File: src/rtl/lsu_memaccess.sv
// lsu_memaccess: load/store unit, initiator side of the word-addressed data-memory port.
// Latency: zero-wait ack gives rsp_valid two cycles after accept; errors respond one cycle after accept.
// Backpressure: one op in flight, req_ready only in IDLE; rsp_valid is a one-cycle pulse, never stalled.
//
// Ports:
//   clk, rst                       core clock, async active-high reset
//   req_valid/req_ready            execute-stage handshake; req_we/funct3/addr/wdata captured at accept
//   rsp_valid/rsp_rdata/rsp_err    completion pulse with extended load data or error flag
//   mem_req/we/addr/wdata/be       memory request, held until mem_ack or timeout
//   mem_ack/mem_rdata              memory completion and read word
module lsu_memaccess #(
    parameter int ADDR_W  = 9,
    parameter int TIMEOUT = 15
) (
    input  logic              clk,
    input  logic              rst,
    input  logic              req_valid,
    output logic              req_ready,
    input  logic              req_we,
    input  logic [2:0]        req_funct3,
    input  logic [31:0]       req_addr,
    input  logic [31:0]       req_wdata,
    output logic              rsp_valid,
    output logic [31:0]       rsp_rdata,
    output logic              rsp_err,
    output logic              mem_req,
    output logic              mem_we,
    output logic [ADDR_W-1:0] mem_addr,
    output logic [31:0]       mem_wdata,
    output logic [3:0]        mem_be,
    input  logic              mem_ack,
    input  logic [31:0]       mem_rdata
);

    typedef enum logic [1:0] {
        S_IDLE = 2'd0,
        S_REQ  = 2'd1,
        S_RESP = 2'd2
    } state_t;

    // Counter must hold TIMEOUT-1; never narrower than 4 bits.
    localparam int CNT_W = ($clog2(TIMEOUT + 1) > 4) ? $clog2(TIMEOUT + 1) : 4;
    localparam logic [CNT_W-1:0] CNT_LAST = CNT_W'(TIMEOUT - 1);

    state_t             state_q, state_d;
    logic [CNT_W-1:0]   cnt_q, cnt_d;
    logic               we_q;
    logic [2:0]         f3_q;
    logic [ADDR_W+1:0]  addr_q;
    logic [31:0]        wdata_q;
    logic [31:0]        rdata_q, rdata_d;
    logic               err_q, err_d;

    logic               accept;
    logic               acc_err;
    logic               in_req;
    logic [31:0]        shifted;
    logic [31:0]        load_data;
    logic [3:0]         be_c;
    logic [31:0]        wdata_c;

    assign req_ready = (state_q == S_IDLE) && !rst;
    assign accept    = req_valid && req_ready;
    assign in_req    = (state_q == S_REQ);

    // Request legality, evaluated on the live inputs in the accept cycle.
    always_comb begin
        acc_err = 1'b0;
        unique case (req_funct3)
            3'b000: acc_err = 1'b0;
            3'b001: acc_err = req_addr[0];
            3'b010: acc_err = |req_addr[1:0];
            3'b100: acc_err = req_we;
            3'b101: acc_err = req_we | req_addr[0];
            default: acc_err = 1'b1;
        endcase
        if (|req_addr[31:ADDR_W+2]) begin
            acc_err = 1'b1;
        end
    end

    // Lane placement from the captured request.
    always_comb begin
        be_c    = 4'b1111;
        wdata_c = wdata_q;
        unique case (f3_q[1:0])
            2'b00: begin
                be_c    = 4'b0001 << addr_q[1:0];
                wdata_c = {4{wdata_q[7:0]}};
            end
            2'b01: begin
                be_c    = addr_q[1] ? 4'b1100 : 4'b0011;
                wdata_c = {2{wdata_q[15:0]}};
            end
            default: begin
                be_c    = 4'b1111;
                wdata_c = wdata_q;
            end
        endcase
    end

    // Addressed byte/half lands in the low bits, then extend per funct3.
    assign shifted = mem_rdata >> {addr_q[1:0], 3'b000};

    always_comb begin
        load_data = shifted;
        unique case (f3_q)
            3'b000:  load_data = {{24{shifted[7]}}, shifted[7:0]};
            3'b001:  load_data = {{16{shifted[15]}}, shifted[15:0]};
            3'b100:  load_data = {24'd0, shifted[7:0]};
            3'b101:  load_data = {16'd0, shifted[15:0]};
            default: load_data = shifted;
        endcase
    end

    always_comb begin
        state_d = state_q;
        cnt_d   = cnt_q;
        rdata_d = rdata_q;
        err_d   = err_q;
        unique case (state_q)
            S_IDLE: begin
                if (accept) begin
                    if (acc_err) begin
                        state_d = S_RESP;
                        err_d   = 1'b1;
                        rdata_d = '0;
                    end else begin
                        state_d = S_REQ;
                        cnt_d   = '0;
                    end
                end
            end
            S_REQ: begin
                // Ack takes priority over the timeout on the last counted cycle.
                if (mem_ack) begin
                    state_d = S_RESP;
                    err_d   = 1'b0;
                    rdata_d = we_q ? 32'd0 : load_data;
                end else if (cnt_q == CNT_LAST) begin
                    state_d = S_RESP;
                    err_d   = 1'b1;
                    rdata_d = '0;
                end else begin
                    cnt_d = cnt_q + 1'b1;
                end
            end
            S_RESP: state_d = S_IDLE;
            default: state_d = S_IDLE;
        endcase
    end

    always_ff @(posedge clk or posedge rst) begin
        if (rst) begin
            state_q <= S_IDLE;
            cnt_q   <= '0;
            we_q    <= 1'b0;
            f3_q    <= '0;
            addr_q  <= '0;
            wdata_q <= '0;
            rdata_q <= '0;
            err_q   <= 1'b0;
        end else begin
            state_q <= state_d;
            cnt_q   <= cnt_d;
            rdata_q <= rdata_d;
            err_q   <= err_d;
            if (accept) begin
                we_q    <= req_we;
                f3_q    <= req_funct3;
                addr_q  <= req_addr[ADDR_W+1:0];
                wdata_q <= req_wdata;
            end
        end
    end

    // Memory-side outputs are forced to zero outside REQ so nothing leaks during reset or idle.
    assign mem_req   = in_req;
    assign mem_we    = in_req & we_q;
    assign mem_addr  = in_req ? addr_q[ADDR_W+1:2] : '0;
    assign mem_be    = in_req ? be_c : 4'b0000;
    assign mem_wdata = (in_req && we_q) ? wdata_c : 32'd0;

    assign rsp_valid = (state_q == S_RESP);
    assign rsp_rdata = rdata_q;
    assign rsp_err   = err_q;

endmodule

File: config.mk
export PLATFORM = sky130hd
export DESIGN_NAME = lsu_memaccess
export DESIGN_NICKNAME = d
export VERILOG_FILES = /design/src/rtl/lsu_memaccess.sv
export SDC_FILE = /design/constraint.sdc
export NUM_CORES = 1
export LEC_CHECK = 0
export ABC_AREA = 1
export CAP_MARGIN = 20
export CORE_UTILIZATION = 42
export DETAILED_ROUTE_END_ITERATION = 8
export HOLD_SLACK_MARGIN = 0.15
export PLACE_DENSITY = 0.78
export SLEW_MARGIN = 20
export SYNTH_ARGS = -nofsm -noshare
export SYNTH_HDL_FRONTEND = slang
export SYNTH_SLANG_ARGS = --single-unit
File: constraint.sdc
create_clock -name clk -period 4.03 [get_ports clk]
set_clock_uncertainty 0.2 [all_clocks]
set_input_delay 1.0075 -clock clk [delete_from_list [all_inputs] [get_ports clk]]
set_output_delay 1.0075 -clock clk [all_outputs]
set_load 0.02 [all_outputs]
==> results.md <==
- Die X: 107 um
- Critical Path End Type: output pin
- Leak: roughly 3.3 nW
- Hold Violations, Final: 0
- R2r worst-path depth: 9
- Unrepaired setup endpoints after global routing: no
- Htree depth: 3
- Clk_lat worst skew: roughly 0.36 ns
- Global-route wire length before repair: about 23000 um
- Placer congestion estimate: just over 0.9
- Syn-to-layout area delta: 46.5%
- Outcome: complete, no violations
- Crit path capture: mem_wdata[8]
- RR Endpoint: rsp_rdata[27]
- Rows: 37
- FF+latch count, synth: 86
- Max clock buf depth: 2
- WL final: approximately 14000 um
- Post-Route Setup TNS: 0 ns
- Max IR drop VDD: roughly 0.26 mV
- Root Buffer: clkbuf_8
- Fillers: approximately 930
- Finished Core Util: about 64%
- Drt pass-1 iters: 5
- Initial antenna violation count: 0
- Syn Nets: 740
- Setup Viol. Count Final: 0
- Period utilization: between 90% and 100%
- CP max FO: 17
- Final Net Count: slightly above 900
- Max cap viols: 0
- Routed vias/inst: approximately 5.2
- Finished Layout Cells: roughly 950
- Fmax: about 260 MHz
- Pin count of the biggest net entering global routing: between 70 and 80
- Cell Chain, Critical Path: nor2_2, clkinv_1, o221ai_1, nor2_1, clkdlybuf4s50_1
- Seq/Total Area, Yosys: approximately 47%
- # IOs: ~190
- HP Class: register to register
- Setup crit start kind: register
- CTS sink count: 86
- Pwr Total: around 3.6 mW
- Cells after Synth: 634
- Vias in the first global route: 4807
- Max Slew Vio Count: 0
- Drt wl/cell: roughly 15 um
- Share of cells above drive strength 1: ~6.4%
- DRT antenna net count: 0
- CTS tree: built
- Core area: ~11000 um^2
- DRT iter0 DRCs: 210
- Clock slew at reported path FFs: 0.08 ns
- Total CTS buffers: 9
- CP Data Arrival Time: around 2.6 ns
- Worst path slowest cell: clkdlybuf4s50_1
- Effective utilization at floorplan: between 40% and 50%
- GRT Total Usage: between 20% and 30%
- Die area: approximately 11000 um^2
- Reg2Reg Setup Slack: 1.63 ns
- Avg Cell Area, Syn: roughly 7.3 um^2
- Distinct cell type count after synthesis: 25
- DRC: 0
- Tmin final: approximately 3.8 ns
- Measured slew at the worst slew-check pin: approximately 0.78 ns
- Setup Buffers After CTS: 0
- Kind of critical path: register to output pin
- Dpl cells: around 930
- Diode count: 0
- Total grt overflow: 0
- Worst R2R Start: addr_q[0]
- Hpwl dp: between 10000 and 15000 um
- Die H: around 110 um
- Via count: between 4000 and 5000
- Synth warn: 0
- Synthesized area: between 4000 and 5000 um^2
- Rel. slew slack: between 40% and 50%
- Critical Path RT: 2.82 ns
- PwrDens: 536 nW/um^2
- IO buf count: roughly 190
- CP startpoint: f3_q[1]
- Slowest Stage Delay on Critical Path: around 0.54 ns
[metrics by stage]
| stage | setup WS (ns) | hold WS [ns] | instance area [um^2] |
|---|---|---|---|
| 3_3_place_gp | 0.550 | 0.255 | 6570 |
| 5_1_grt | 0.0823 | 0.306 | 6770 |
| 4_1_cts | 0.156 | 0.280 | 6760 |
| 6_report | 0.254 | 0.276 | 6770 |
| 2_1_floorplan | 0.601 | 0.276 | 4620 |
| 3_5_place_dp | 0.538 | 0.260 | 6570 |
[cell type report]
| type | count | area (um^2) | share of cell area [%] |
|---|---|---|---|
| repair buffers | 194 | 1930 | 28.5 |
| clock inverters | 3 | 43.8 | 0.647 |
| multi-input cells | 460 | 2110 | 31.1 |
| inverters | 56 | 213 | 3.14 |
| flip-flops and latches | 86 | 2150 | 31.8 |
| well taps | 136 | 170 | 2.51 |
| clock buffers | 11 | 151 | 2.24 |
[synth_stat cells, drive strengths merged]
| cell | count | area (um^2) |
|---|---|---|
| nor2 | 104 | 413 |
| a21oi | 58 | 290 |
| a22oi | 7 | 52.6 |
| mux2 | 17 | 191 |
| o211ai | 1 | 7.51 |
| o221ai | 7 | 61.3 |
| clkbuf | 17 | 63.8 |
| clkinv | 1 | 3.75 |
| nor3 | 3 | 20.0 |
| nand2 | 228 | 861 |
| inv | 55 | 206 |
| o21ai | 15 | 75.1 |
| dfrtp | 86 | 2150 |
| o22ai | 1 | 6.26 |
| nand3 | 15 | 80.1 |
| buf | 15 | 93.8 |
| ha | 2 | 25.0 |
| xnor2 | 2 | 17.5 |
[cells by family after synthesis]
logic type               after synthesis  share of synthesized area, %
XOR/XNOR                               2                         0.379
buffers and inverters                 88                          7.96
flip-flops                            86                          46.6
AO/OA/AOI/OAI                         89                          10.7
adder cells (fa/ha/maj)                2                         0.541
AND/OR/NAND/NOR                      350                          29.7
multiplexers                          17                          4.14
[worst min-delay path by stage]
stage,start,to,slack (ns),cells past startpoint
2_1_floorplan,f3_q[2],f3_q[2],0.28,2
3_3_place_gp,rsp_rdata[2],rsp_rdata[2],0.25,2
3_5_place_dp,rsp_rdata[24],rsp_rdata[24],0.26,2
4_1_cts,rsp_rdata[24],rsp_rdata[24],0.28,2
5_1_grt,rsp_rdata[18],rsp_rdata[18],0.31,2
6_report,rsp_rdata[24],rsp_rdata[24],0.28,2
[power breakdown]
group          leakage (nW)  total, mW  internal [mW]  switching (mW)
combinational          2.17       1.66          0.625            1.03
sequential             1.07       1.35           1.13           0.217
clock                 0.102      0.624          0.315           0.309
total                  3.34       3.63           2.07            1.56
[worst max-delay path: cells and delay by family (launching register included)]
family	cells	cell delay [ns]
AND/OR/NAND/NOR	2	0.28
AO/OA/AOI/OAI	1	0.44
flip-flops	1	0.46
buffers and inverters	2	1.03
[per-layer routing]
metal | track usage (%) | routed length (um) | part of all wire, %
met4 | 13.1 | 549 | 3.9
met2 | 41.6 | 6490 | 46
met5 | 0 | 0 | 0
met1 | 32.2 | 5750 | 40
met3 | 5.59 | 1430 | 10
[state kept, by name (all words and copies together), names as in the netlist]
signal,cells
addr_q,11
cnt_q,4
f3_q,3
rsp_err,1
rsp_rdata,32
state_q,2
wdata_q,32
we_q,1
[cells in the final DEF (no fill, tap or decap)]
master           instances
inv_4                    1
a22oi_1                  7
a21oi_1                 58
nor2_4                   3
o22ai_1                  1
nand3_2                  1
inv_2                    1
nor3_1                   2
nand3_1                 14
clkinv_2                 1
xnor2_1                  2
o21ai_0                 15
dfrtp_1                 86
buf_12                   1
clkdlybuf4s50_1        185
clkinv_1                 1
nor3_2                   1
nand2_2                  3
clkbuf_8                11
inv_6                    1
inv_1                   53
nor2_2                   2
bufinv_16                1
nand2_1                225
ha_1                     2
buf_4                    8
mux2_2                  17
o211ai_1                 1
nor2_1                  99
o221ai_1                 7
[timing repair]
item	CTS	global route
gates resized for setup	0	1
hold buffers	0	0
setup endpoints to repair	0	3
Power figures use the tool's default switching activity.
